**config.mk**
```make
export PLATFORM = sky130hd
export DESIGN_NAME = mack_bus_ctrl_flat
export DESIGN_NICKNAME = d
export VERILOG_FILES = /design/src/rtl/mack_bus_if.sv /design/src/rtl/mack_bus_ctrl.sv /design/src/flat_wrapper.sv
export SDC_FILE = /design/constraint.sdc
export NUM_CORES = 1
export LEC_CHECK = 0
export CAP_MARGIN = 10
export CORE_UTILIZATION = 56
export DETAILED_ROUTE_END_ITERATION = 12
export PLACE_DENSITY = 0.8
export SYNTH_ARGS = -nofsm -noshare
export SYNTH_HDL_FRONTEND = slang
export SYNTH_SLANG_ARGS = --single-unit
```
**constraint.sdc**
```tcl
create_clock -name CLK -period 4.5 [get_ports CLK]
set_input_delay 0.9 -clock CLK [delete_from_list [all_inputs] [get_ports CLK]]
set_output_delay 0.9 -clock CLK [all_outputs]
set_load 0.1 [all_outputs]
```
**src/rtl/mack_bus_if.sv**
```systemverilog
// 68000-style bus signals between CPU/decoder/peripherals and the DTACK/BERR controller.
interface mack_bus_if;
  logic AS;
  logic IACK;
  logic ROMEN;
  logic RAMEN;
  logic MFPEN;
  logic DUARTEN;
  logic DTACK_IN;
  logic DTACK;
  logic BERR;

  modport master (
    output AS, IACK, ROMEN, RAMEN, MFPEN, DUARTEN, DTACK_IN,
    input  DTACK, BERR
  );

  modport slave (
    input  AS, IACK, ROMEN, RAMEN, MFPEN, DUARTEN, DTACK_IN,
    output DTACK, BERR
  );
endinterface

```
**src/rtl/mack_bus_ctrl.sv**
```systemverilog
// DTACK/BERR generator for a 68000 bus: wait-stated ROM/RAM, peripheral DTACK pass-through.
// Optional bus-error timeout is enabled by defining MACK_BERR_TIMEOUT_EN.
module mack_bus_ctrl #(
  parameter int unsigned ROM_WAIT = 2,
  parameter int unsigned RAM_WAIT = 0,
  parameter int unsigned TIMEOUT  = 64
) (
  input logic       CLK,
  input logic       RST,
  mack_bus_if.slave bus
);

  typedef enum logic [1:0] {StIdle, StWait, StAck, StFault} state_e;
  typedef enum logic [1:0] {ClsNone, ClsRom, ClsRam, ClsPeriph} class_e;

  localparam logic [7:0] RomWaitL = 8'(ROM_WAIT);
  localparam logic [7:0] RamWaitL = 8'(RAM_WAIT);

  state_e     r_state, w_state_nxt;
  class_e     r_class, w_class_nxt;
  logic [7:0] r_wcnt, w_wcnt_nxt;
  logic       w_ack;
  logic       r_as, r_iack, r_romen, r_ramen, r_mfpen, r_duarten, r_dtack_in;
  logic       r_dtack;

  always_ff @(posedge CLK) begin
    if (!RST) begin
      r_as       <= 1'b1;
      r_iack     <= 1'b1;
      r_romen    <= 1'b1;
      r_ramen    <= 1'b1;
      r_mfpen    <= 1'b1;
      r_duarten  <= 1'b1;
      r_dtack_in <= 1'b1;
      r_state    <= StIdle;
      r_class    <= ClsNone;
      r_wcnt     <= 8'd0;
      r_dtack    <= 1'b1;
    end else begin
      r_as       <= bus.AS;
      r_iack     <= bus.IACK;
      r_romen    <= bus.ROMEN;
      r_ramen    <= bus.RAMEN;
      r_mfpen    <= bus.MFPEN;
      r_duarten  <= bus.DUARTEN;
      r_dtack_in <= bus.DTACK_IN;
      r_state    <= w_state_nxt;
      r_class    <= w_class_nxt;
      r_wcnt     <= w_wcnt_nxt;
      r_dtack    <= (w_state_nxt != StAck);
    end
  end

`ifdef MACK_BERR_TIMEOUT_EN
  localparam logic [7:0] TimeoutL = 8'(TIMEOUT);
  logic [7:0] r_tcnt, w_tcnt_nxt;
  logic       r_berr;

  always_ff @(posedge CLK) begin
    if (!RST) begin
      r_tcnt <= 8'd0;
      r_berr <= 1'b1;
    end else begin
      r_tcnt <= w_tcnt_nxt;
      r_berr <= (w_state_nxt != StFault);
    end
  end

  assign bus.BERR = r_berr;
`else
  assign bus.BERR = 1'b1;
`endif

  assign bus.DTACK = r_dtack;

  always_comb begin
    w_state_nxt = r_state;
    w_class_nxt = r_class;
    w_wcnt_nxt  = r_wcnt;
    w_ack       = 1'b0;
`ifdef MACK_BERR_TIMEOUT_EN
    w_tcnt_nxt  = r_tcnt;
`endif
    unique case (r_state)
      StIdle: begin
        if (!r_as) begin
          // RAMEN overlaps the other selects, so it is checked last
          if (!r_iack || !r_mfpen || !r_duarten) w_class_nxt = ClsPeriph;
          else if (!r_romen)                     w_class_nxt = ClsRom;
          else if (!r_ramen)                     w_class_nxt = ClsRam;
          else                                   w_class_nxt = ClsNone;
          w_wcnt_nxt  = !r_romen ? RomWaitL : RamWaitL;
`ifdef MACK_BERR_TIMEOUT_EN
          w_tcnt_nxt  = 8'd0;
`endif
          w_state_nxt = StWait;
        end
      end
      StWait: begin
        unique case (r_class)
          ClsRom, ClsRam: begin
            if (r_wcnt == 8'd0) w_ack = 1'b1;
            else                w_wcnt_nxt = r_wcnt - 8'd1;
          end
          ClsPeriph: w_ack = !r_dtack_in;
          ClsNone:   w_ack = 1'b0;
        endcase
`ifdef MACK_BERR_TIMEOUT_EN
        if (r_tcnt != 8'hFF) w_tcnt_nxt = r_tcnt + 8'd1;
`endif
        // Abort beats acknowledge, acknowledge beats timeout
        if (r_as)       w_state_nxt = StIdle;
        else if (w_ack) w_state_nxt = StAck;
`ifdef MACK_BERR_TIMEOUT_EN
        else if (r_tcnt == TimeoutL) w_state_nxt = StFault;
`endif
      end
      StAck: begin
        if (r_as) w_state_nxt = StIdle;
      end
      StFault: begin
        if (r_as) w_state_nxt = StIdle;
      end
    endcase
  end

endmodule

```
**src/flat_wrapper.sv**
```systemverilog
// flat-port wrapper written by rule: the top's interface ports become plain ports
module mack_bus_ctrl_flat 
#(
  parameter int unsigned ROM_WAIT = 2,
  parameter int unsigned RAM_WAIT = 0,
  parameter int unsigned TIMEOUT  = 64
)
  (CLK, RST, bus_AS, bus_IACK, bus_ROMEN, bus_RAMEN, bus_MFPEN, bus_DUARTEN, bus_DTACK_IN, bus_DTACK, bus_BERR);
  mack_bus_if bus_i ();
  input logic CLK;
  input logic RST;
  input wire logic [$bits(bus_i.AS)-1:0] bus_AS;
  input wire logic [$bits(bus_i.IACK)-1:0] bus_IACK;
  input wire logic [$bits(bus_i.ROMEN)-1:0] bus_ROMEN;
  input wire logic [$bits(bus_i.RAMEN)-1:0] bus_RAMEN;
  input wire logic [$bits(bus_i.MFPEN)-1:0] bus_MFPEN;
  input wire logic [$bits(bus_i.DUARTEN)-1:0] bus_DUARTEN;
  input wire logic [$bits(bus_i.DTACK_IN)-1:0] bus_DTACK_IN;
  output wire logic [$bits(bus_i.DTACK)-1:0] bus_DTACK;
  output wire logic [$bits(bus_i.BERR)-1:0] bus_BERR;
  assign bus_i.AS = bus_AS;
  assign bus_i.IACK = bus_IACK;
  assign bus_i.ROMEN = bus_ROMEN;
  assign bus_i.RAMEN = bus_RAMEN;
  assign bus_i.MFPEN = bus_MFPEN;
  assign bus_i.DUARTEN = bus_DUARTEN;
  assign bus_i.DTACK_IN = bus_DTACK_IN;
  assign bus_DTACK = bus_i.DTACK;
  assign bus_BERR = bus_i.BERR;
  mack_bus_ctrl #(.ROM_WAIT(ROM_WAIT), .RAM_WAIT(RAM_WAIT), .TIMEOUT(TIMEOUT)) u_core (.CLK(CLK), .RST(RST), .bus(bus_i));
endmodule
```
Yosys cells after proc, flatten, opt, wreduce, memory -nomap -nowiden
Cells that the tools add are included.
Word-level totals
  bits of input ports: 9
  register bits after elaboration: 20
  output and inout bits: 2
  word-level logic and storage cells: 53
Operators by class
  eq/ne operators: 10
  bitwise logic cells: 1
  mux-type cells: 16
  reduce and logical (&&, ||, !) cells: 14
  add/sub/neg operators: 1
Operators with widths (count)
  2-to-1 mux 8 bit: 3
  2-to-1 mux 2 bit: 8
  case mux 8 bit (2 select lines): 1
  equality test 2 bit (second input constant): 4
  logical NOT 8 bit: 1
  inequality test 2 bit (second input constant): 4
  subtractor 8 x 1 -> 8 bit (second input constant): 1
  case mux 2 bit (3 select lines): 1
  equality test 2 x 1 -> 1 bit (second input constant): 2
  logical NOT 1 bit: 4
  logical NOT 2 bit: 2
  AND reduction 4 bit: 1
  OR reduction 2 bit: 2
  case mux 1 bit (3 select lines): 1
  logical OR 1 bit: 2
  2-to-1 mux 1 bit: 2
  AND reduction 2 bit: 1
  nonzero test 2 bit: 1
  inverter 1 bit: 1

Longest topological paths before layout
Gate-level depths: netlist of the first run.
  word-level depth: 8
  mapped depth: 6
  mapped depth without buffers: 6

Worst setup path after synthesis of the first run
Ideal clock, no wire load.
  path kind: reg2out
  start point: register u_core.r_dtack (netlist: u_core.bus.DTACK)
  end point: output bus_DTACK
  required time: 3.600 ns
  arrival: 0.909 ns
  stages on the path, launching flop included: 1
  path buffers: 0
  slack: 2.691 ns
  path through: dfxtp_1
RTL lines
  start: declaration: line mack_bus_ctrl.sv:24  | logic r_dtack;
  start signal: assignment: line mack_bus_ctrl.sv:50  | r_dtack <= (w_state_nxt != StAck);
  end: declaration: line flat_wrapper.sv:19  | output wire logic [$bits(bus_i.DTACK)-1:0] bus_DTACK;
No word-level cell between the ends.

Worst setup path after layout of the first run
  start point: register u_core.r_dtack (netlist: u_core.bus.DTACK)
  end point: output bus_DTACK
No word-level cell between the ends.

==> flow_metrics.env, run 1 <==
export IMPL_status="finished, final reports clean"
export IMPL_report_final_slew_viol_count=0
export IMPL_holdPathStages=2
export IMPL_worstReg2RegEnd="u_core.r_wcnt[5]"
export IMPL_io_buffer_count=9
export IMPL_clock_sinks=20
export IMPL_antenna_found_initial=0
export IMPL_synth_top_area_share_pct=44.0
export IMPL_post_synth_top_area_cell="dfxtp_1"
export IMPL_grt_pass1_wl_mm=2.81
export IMPL_gp_congestion=0.814
export IMPL_hpwl_mm=1.24
export IMPL_synth_seq_cells=20
export IMPL_r2r_cells=6
export IMPL_cts_setup_buffers=0
export IMPL_worstSetupPathType="register to primary output"
export IMPL_hold_viol=0
export IMPL_hold_end="u_core.r_wcnt[7]"
export IMPL_die_w_um=42.3
export IMPL_cp_arrival_ns=1.73
export IMPL_drive_gt1_share_pct=8.49
export IMPL_crit_family="buffers and inverters"
export IMPL_timing_rr_start="u_core.r_wcnt[0]"
export IMPL_cts_root_buf="clkbuf_4"
export IMPL_cp_start_kind="register"
export IMPL_path_cells="clkdlybuf4s50_1"
export IMPL_coreArea_um2=1510
export IMPL_synth_ff_type="dfxtp_1"
export IMPL_stdcell_count=122
export IMPL_grt_pass1_vias=656
export IMPL_syn_area_um2=910
export IMPL_whs_ns=0.491
export IMPL_irDropWorstVdd_mv=0.222
export IMPL_synth_enable_flop_cells=0
export IMPL_grt_overflow_total=0
export IMPL_rrSetupSlack_ns=2.55
export IMPL_cellPowerDensity_nw_per_um2=330
export IMPL_diodes=0
export IMPL_setup_violations=0
export IMPL_drc_errors=0
export IMPL_max_freq_ghz=0.380
export IMPL_fp_row_count=14
export IMPL_clk_path_buf_depth=2
export IMPL_rsz0062_at_grt="no"
export IMPL_worst_slew_pin_slew_ns=0.964
export IMPL_clk_pin_slew_ns=0.10
export IMPL_total_power_w=0.000337
export IMPL_htreeDepth=1
export IMPL_maxCapViolCount=0
export IMPL_die_area_um2=1790
export IMPL_syn_nets=109
export IMPL_wl_per_cell_um=13.3
export IMPL_synth_async_sr_flop_share_pct=0
export IMPL_dp_cells=119
export IMPL_grtUsageTotal_pct=20.9
export IMPL_synth_cell_types=27
export IMPL_cts_tree="built"
export IMPL_drt_iter0_drc=20
export IMPL_p_leak_nw=0.402
export IMPL_synthTopCellsByArea="dfxtp_1 44%, nand2b_1 8.3%, mux2i_1 6.6%"
export IMPL_ant_nets=0
export IMPL_yosysWarnings=0
export IMPL_critPathSlowestCell="clkdlybuf4s50_1"
export IMPL_seq_area_frac_synth_pct=44.0
export IMPL_min_from="u_core.r_wcnt[7]"
export IMPL_fin_tns_setup_ns=0
export IMPL_vias_per_cell=5.77
export IMPL_hold_class="register to register"
export IMPL_avgSynthCellArea_um2=9.28
export IMPL_syn_inst=98
export IMPL_ioPinCount=11
export IMPL_grt_max_degree=13
export IMPL_hold_buffers=0
export IMPL_path_max_fanout=1
export IMPL_clk_latency_ns=0.29
export IMPL_min_period_ns=2.63
export IMPL_cts_made_buffers=3
export IMPL_post_cts_resized=0
export IMPL_fillers=138
export IMPL_crit_buf_inv=1
export IMPL_fin_crit_sh_pct=58.5
export IMPL_fin_nets=119
export IMPL_cp_end_kind="primary output"
export IMPL_slowest_delay_ns=1.12
export IMPL_critPathRequiredTime_ns=3.60
export IMPL_initial_core_util_pct=60.4
export IMPL_wl_mm=1.62
export IMPL_skew_ns=0.000858
export IMPL_syn_to_final_growth_pct=12.4
export IMPL_fp_dieH_um=42.3
export IMPL_slew_limit_headroom_pct=35.5
export IMPL_num_vias=704
export IMPL_drtPass1Iterations=4
-- routing by layer --
| layer | share of wire, % | track usage [%] | vias to the layer above |
|---|---|---|---|
| li1 | - | - | 360 |
| met1 | 45 | 25.8 | 322 |
| met2 | 49 | 34.5 | 17 |
| met3 | 3.1 | 2.59 | 5 |
| met4 | 2.2 | 12.5 | 0 |
| met5 | 0 | 0 | - |
-- worst max-delay path by stage --
stage	start	end	slack, ns	depth (start not counted)
after detailed placement	RST	u_core.r_wcnt[2]	2.02	5
after global routing	u_core.bus.DTACK	bus_DTACK	1.83	1
final	u_core.bus.DTACK	bus_DTACK	1.87	1
after global placement	RST	u_core.r_wcnt[2]	2.09	5
after floorplan	u_core.bus.DTACK	bus_DTACK	2.69	0
after CTS	u_core.bus.DTACK	bus_DTACK	1.86	1
-- through the flow --
stage / worst slack (ns) / instance area (um2) / util (%)
after detailed placement: 2.02 / 1000 / 66.4
final: 1.87 / 1020 / 67.9
after global placement: 2.09 / 1000 / 66.4
after CTS: 1.86 / 1020 / 67.9
after global routing: 1.83 / 1020 / 67.9
after floorplan: 2.69 / 910 / -
-- Yosys cell counts, drive strengths merged (2+ instances only) --
cell type,n
ha,2
or3,7
clkbuf,2
inv,5
dfxtp,20
nand2,8
nor3b,2
o2111ai,2
buf,2
a2111oi,3
a21oi,6
nand2b,12
nand3,3
o21ai,5
mux2i,6
nor2,4
-- layout by cell type (no fill, tap or decap) --
cell / Yosys / routed
conb_1: 1 / 1
o21ai_0: 4 / 4
o2111ai_1: 2 / 2
a21oi_1: 6 / 6
ha_1: 2 / 2
nor3_1: 1 / 1
nand3b_1: 1 / 1
inv_1: 5 / 5
a21o_4: 1 / 1
or4_1: 1 / 1
clkbuf_4: 0 / 3
or3_1: 7 / 7
nand3_1: 3 / 3
a31oi_1: 1 / 1
nand2_1: 8 / 8
o21ai_1: 1 / 1
nor4_2: 1 / 1
o21ba_2: 1 / 1
nor2_1: 4 / 4
a2111oi_2: 3 / 3
clkdlybuf4s50_1: 0 / 9
nand2b_1: 12 / 12
mux2i_1: 6 / 6
dfxtp_1: 20 / 20
nor3b_1: 2 / 2
nor2b_1: 1 / 1
-- logic make-up (layout without fill, tap and decap cells) --
kind of cell               Yosys count  count (layout)  share of synthesized area [%]
AOI/OAI and AO/OA                   19              19                           16.4
muxes                                6               6                           6.60
other                                1               1                          0.412
DFF                                 20              20                           44.0
and+or+nand+nor                     41              41                           25.6
adders and majority gates            2               2                           2.75
buffers and inverters                9              17                           4.26
-- flip-flops by register name, summed over array words and instances, names as in the netlist --
name / cells
u_core.bus.DTACK: 1
u_core.r_romen: 1
u_core.r_dtack_in: 1
u_core.r_wcnt: 8
u_core.r_class: 2
u_core.r_mfpen: 1
u_core.r_iack: 1
u_core.r_as: 1
u_core.r_ramen: 1
u_core.r_duarten: 1
u_core.r_state: 2
-- report_power, final --
part / internal (W) / total [W] / switching (W)
registers: 0.000187 / 0.000197 / 0.00000980
logic: 0.0000281 / 0.0000588 / 0.0000307
clock network: 0.0000312 / 0.0000810 / 0.0000498
-- layout make-up --
class / instances / area (um2) / share of cell area, %
inverters: 5 / 18.8 / 1.84
well taps: 16 / 20.0 / 1.96
clock buffers: 3 / 22.5 / 2.20
flip-flops and latches: 20 / 400 / 39.2
multi-input cells: 69 / 470 / 46.0
repair buffers: 9 / 90.1 / 8.81
Power figures use the tool's default switching activity.
==> run 2: changes to the inputs <==
CORE_UTILIZATION = 47   (was 56)
PLACE_DENSITY = 0.72   (was 0.8)
clock period = 2.4 ns   (was 4.5 ns; I/O delays follow)
==> run 2 against run 1 <==
Compared with the run above:
- final area up 3.7%
- critical path type is now register to register
- wire length down 1.7%
- global-route usage down 2.4 points
- count of clock-buffer cells in the layout up 1
- non-clock buffer count up 2
- setup slack worse by 1.3 ns
- sequential cell count unchanged
- first-iteration DRC count up 25%
- register-to-register slack worse by 2.0 ns
- clock power up 140%
- power up 100%
- sequential power up 87%
==> flow_metrics.env, run 2 (same netlist as run 1, synthesis figures left out) <==
export IMPL_antenna_found_initial=0
export IMPL_fillers=171
export IMPL_hold_buffers=0
export IMPL_cellPowerDensity_nw_per_um2=637
export IMPL_hold_viol=0
export IMPL_syn_to_final_growth_pct=16.5
export IMPL_final_common_cell="dfxtp_1"
export IMPL_stdcell_count=134
export IMPL_skew_ns=0.00921
export IMPL_irDropWorstVdd_mv=0.359
export IMPL_fp_row_count=15
export IMPL_grt_pass1_vias=672
export IMPL_clk_latency_ns=0.30
export IMPL_cts_made_buffers=3
export IMPL_io_buffer_count=9
export IMPL_dpl_cell_area_um2=1020
export IMPL_max_freq_ghz=0.534
export IMPL_drtPass1Iterations=4
export IMPL_clk_pin_slew_ns=0.11
export IMPL_wl_per_cell_um=11.9
export IMPL_maxCapViolCount=0
export IMPL_gp_congestion=0.846
export IMPL_grtUsageTotal_pct=18.5
export IMPL_cts_root_buf="clkbuf_4"
export IMPL_cp_start_kind="register"
export IMPL_largest_register_ffs=8
export IMPL_die_w_um=46.0
export IMPL_drc_errors=0
export IMPL_whs_ns=0.486
export IMPL_cp_end_kind="register"
export IMPL_drive_gt1_share_pct=11.9
export IMPL_vias_per_cell=5.51
export IMPL_fin_crit_sh_pct=78.0
export IMPL_clk_path_buf_depth=2
export IMPL_fin_tns_setup_ns=0
export IMPL_num_vias=738
export IMPL_hold_class="register to register"
export IMPL_wl_mm=1.59
export IMPL_multi_input_area_um2=470
export IMPL_critPathRequiredTime_ns=2.64
export IMPL_coreArea_um2=1760
export IMPL_die_area_um2=2120
export IMPL_htreeDepth=1
export IMPL_reg_top3="u_core.r_wcnt x8, u_core.r_class x2, u_core.r_state x2"
export IMPL_cts_setup_buffers=0
export IMPL_report_final_slew_viol_count=0
export IMPL_fin_nets=121
export IMPL_register_area_um2=400
export IMPL_initial_core_util_pct=51.6
export IMPL_drt_iter0_drc=25
export IMPL_setup_violations=0
export IMPL_cp_arrival_ns=2.12
export IMPL_layout_setup_ws_ns=0.528
export IMPL_p_leak_nw=0.419
export IMPL_cts_tree="built"
export IMPL_ant_nets=0
export IMPL_post_route_cell_area_um2=1060
export IMPL_grt_pass1_wl_mm=2.75
export IMPL_path_max_fanout=7
export IMPL_fp_dieH_um=46.0
export IMPL_post_place_ws_ns=0.560
export IMPL_grt_overflow_total=0
export IMPL_ioPinCount=11
export IMPL_layout_common_cells="20 x dfxtp_1, 12 x nand2b_1, 8 x nand2_1, 8 x clkdlybuf4s50_1, 7 x or3_1"
export IMPL_post_cts_resized=0
export IMPL_grt_max_degree=12
export IMPL_hpwl_mm=1.17
export IMPL_worstSetupPathType="register to register"
export IMPL_rsz0062_at_grt="no"
export IMPL_status="finished, final reports clean"
export IMPL_dp_cells=130
export IMPL_min_period_ns=1.87
export IMPL_clock_sinks=20
export IMPL_top_register="u_core.r_wcnt"
export IMPL_diodes=0
-- run 2: cell types whose count changed in the layout (fill, tap and decap cells not counted) --
cell             before  now
clkbuf_8              0    1
buf_4                 0    3
clkdlybuf4s50_1       9    8
-- run 2: critical path, cell delays in order, from the launching register on --
cell	delay [ns]
dfxtp_1	0.43
inv_1	0.09
ha_1	0.24
nor3b_1	0.18
a21o_4	0.26
a2111oi_2	0.41
mux2i_1	0.21
-- run 2: through the flow --
stage | power (W) | util, %
detailed placement | 0.000487 | 58.0
global route | 0.000714 | 60.1
CTS | 0.000688 | 60.1
global placement | 0.000486 | 58.0
finish | 0.000675 | 60.1
floorplan | 0.000457 | -
-- run 2: routing by layer --
layer	GRT usage, %	share of wire [%]
met1	20.7	45
met2	31.5	48
met3	6.35	5.3
met4	7.65	1.8
met5	0	0
-- run 2: layout make-up --
type	count	share of cell area [%]
multi-input combinational	69	44.4
tap	25	2.95
timing repair buffer	11	9.68
sequential	20	37.8
inverter	5	1.77
clock buffer	4	3.42
-- run 2: power breakdown --
part,internal (W),switching [W]
Sequential,0.000351,0.0000177
Clock,0.0000925,0.000101
Combinational,0.0000550,0.0000569
-- run 2: worst paths after layout --
| kind | end | slack, ns | cells after the start | from |
|---|---|---|---|---|
| min | u_core.r_class[0] | 0.49 | 1 | u_core.r_romen |
| max | u_core.r_wcnt[5] | 0.53 | 6 | u_core.r_wcnt[0] |
| min reg2reg | u_core.r_class[0] | 0.49 | 1 | u_core.r_romen |
| max reg2reg | u_core.r_wcnt[5] | 0.53 | 6 | u_core.r_wcnt[0] |
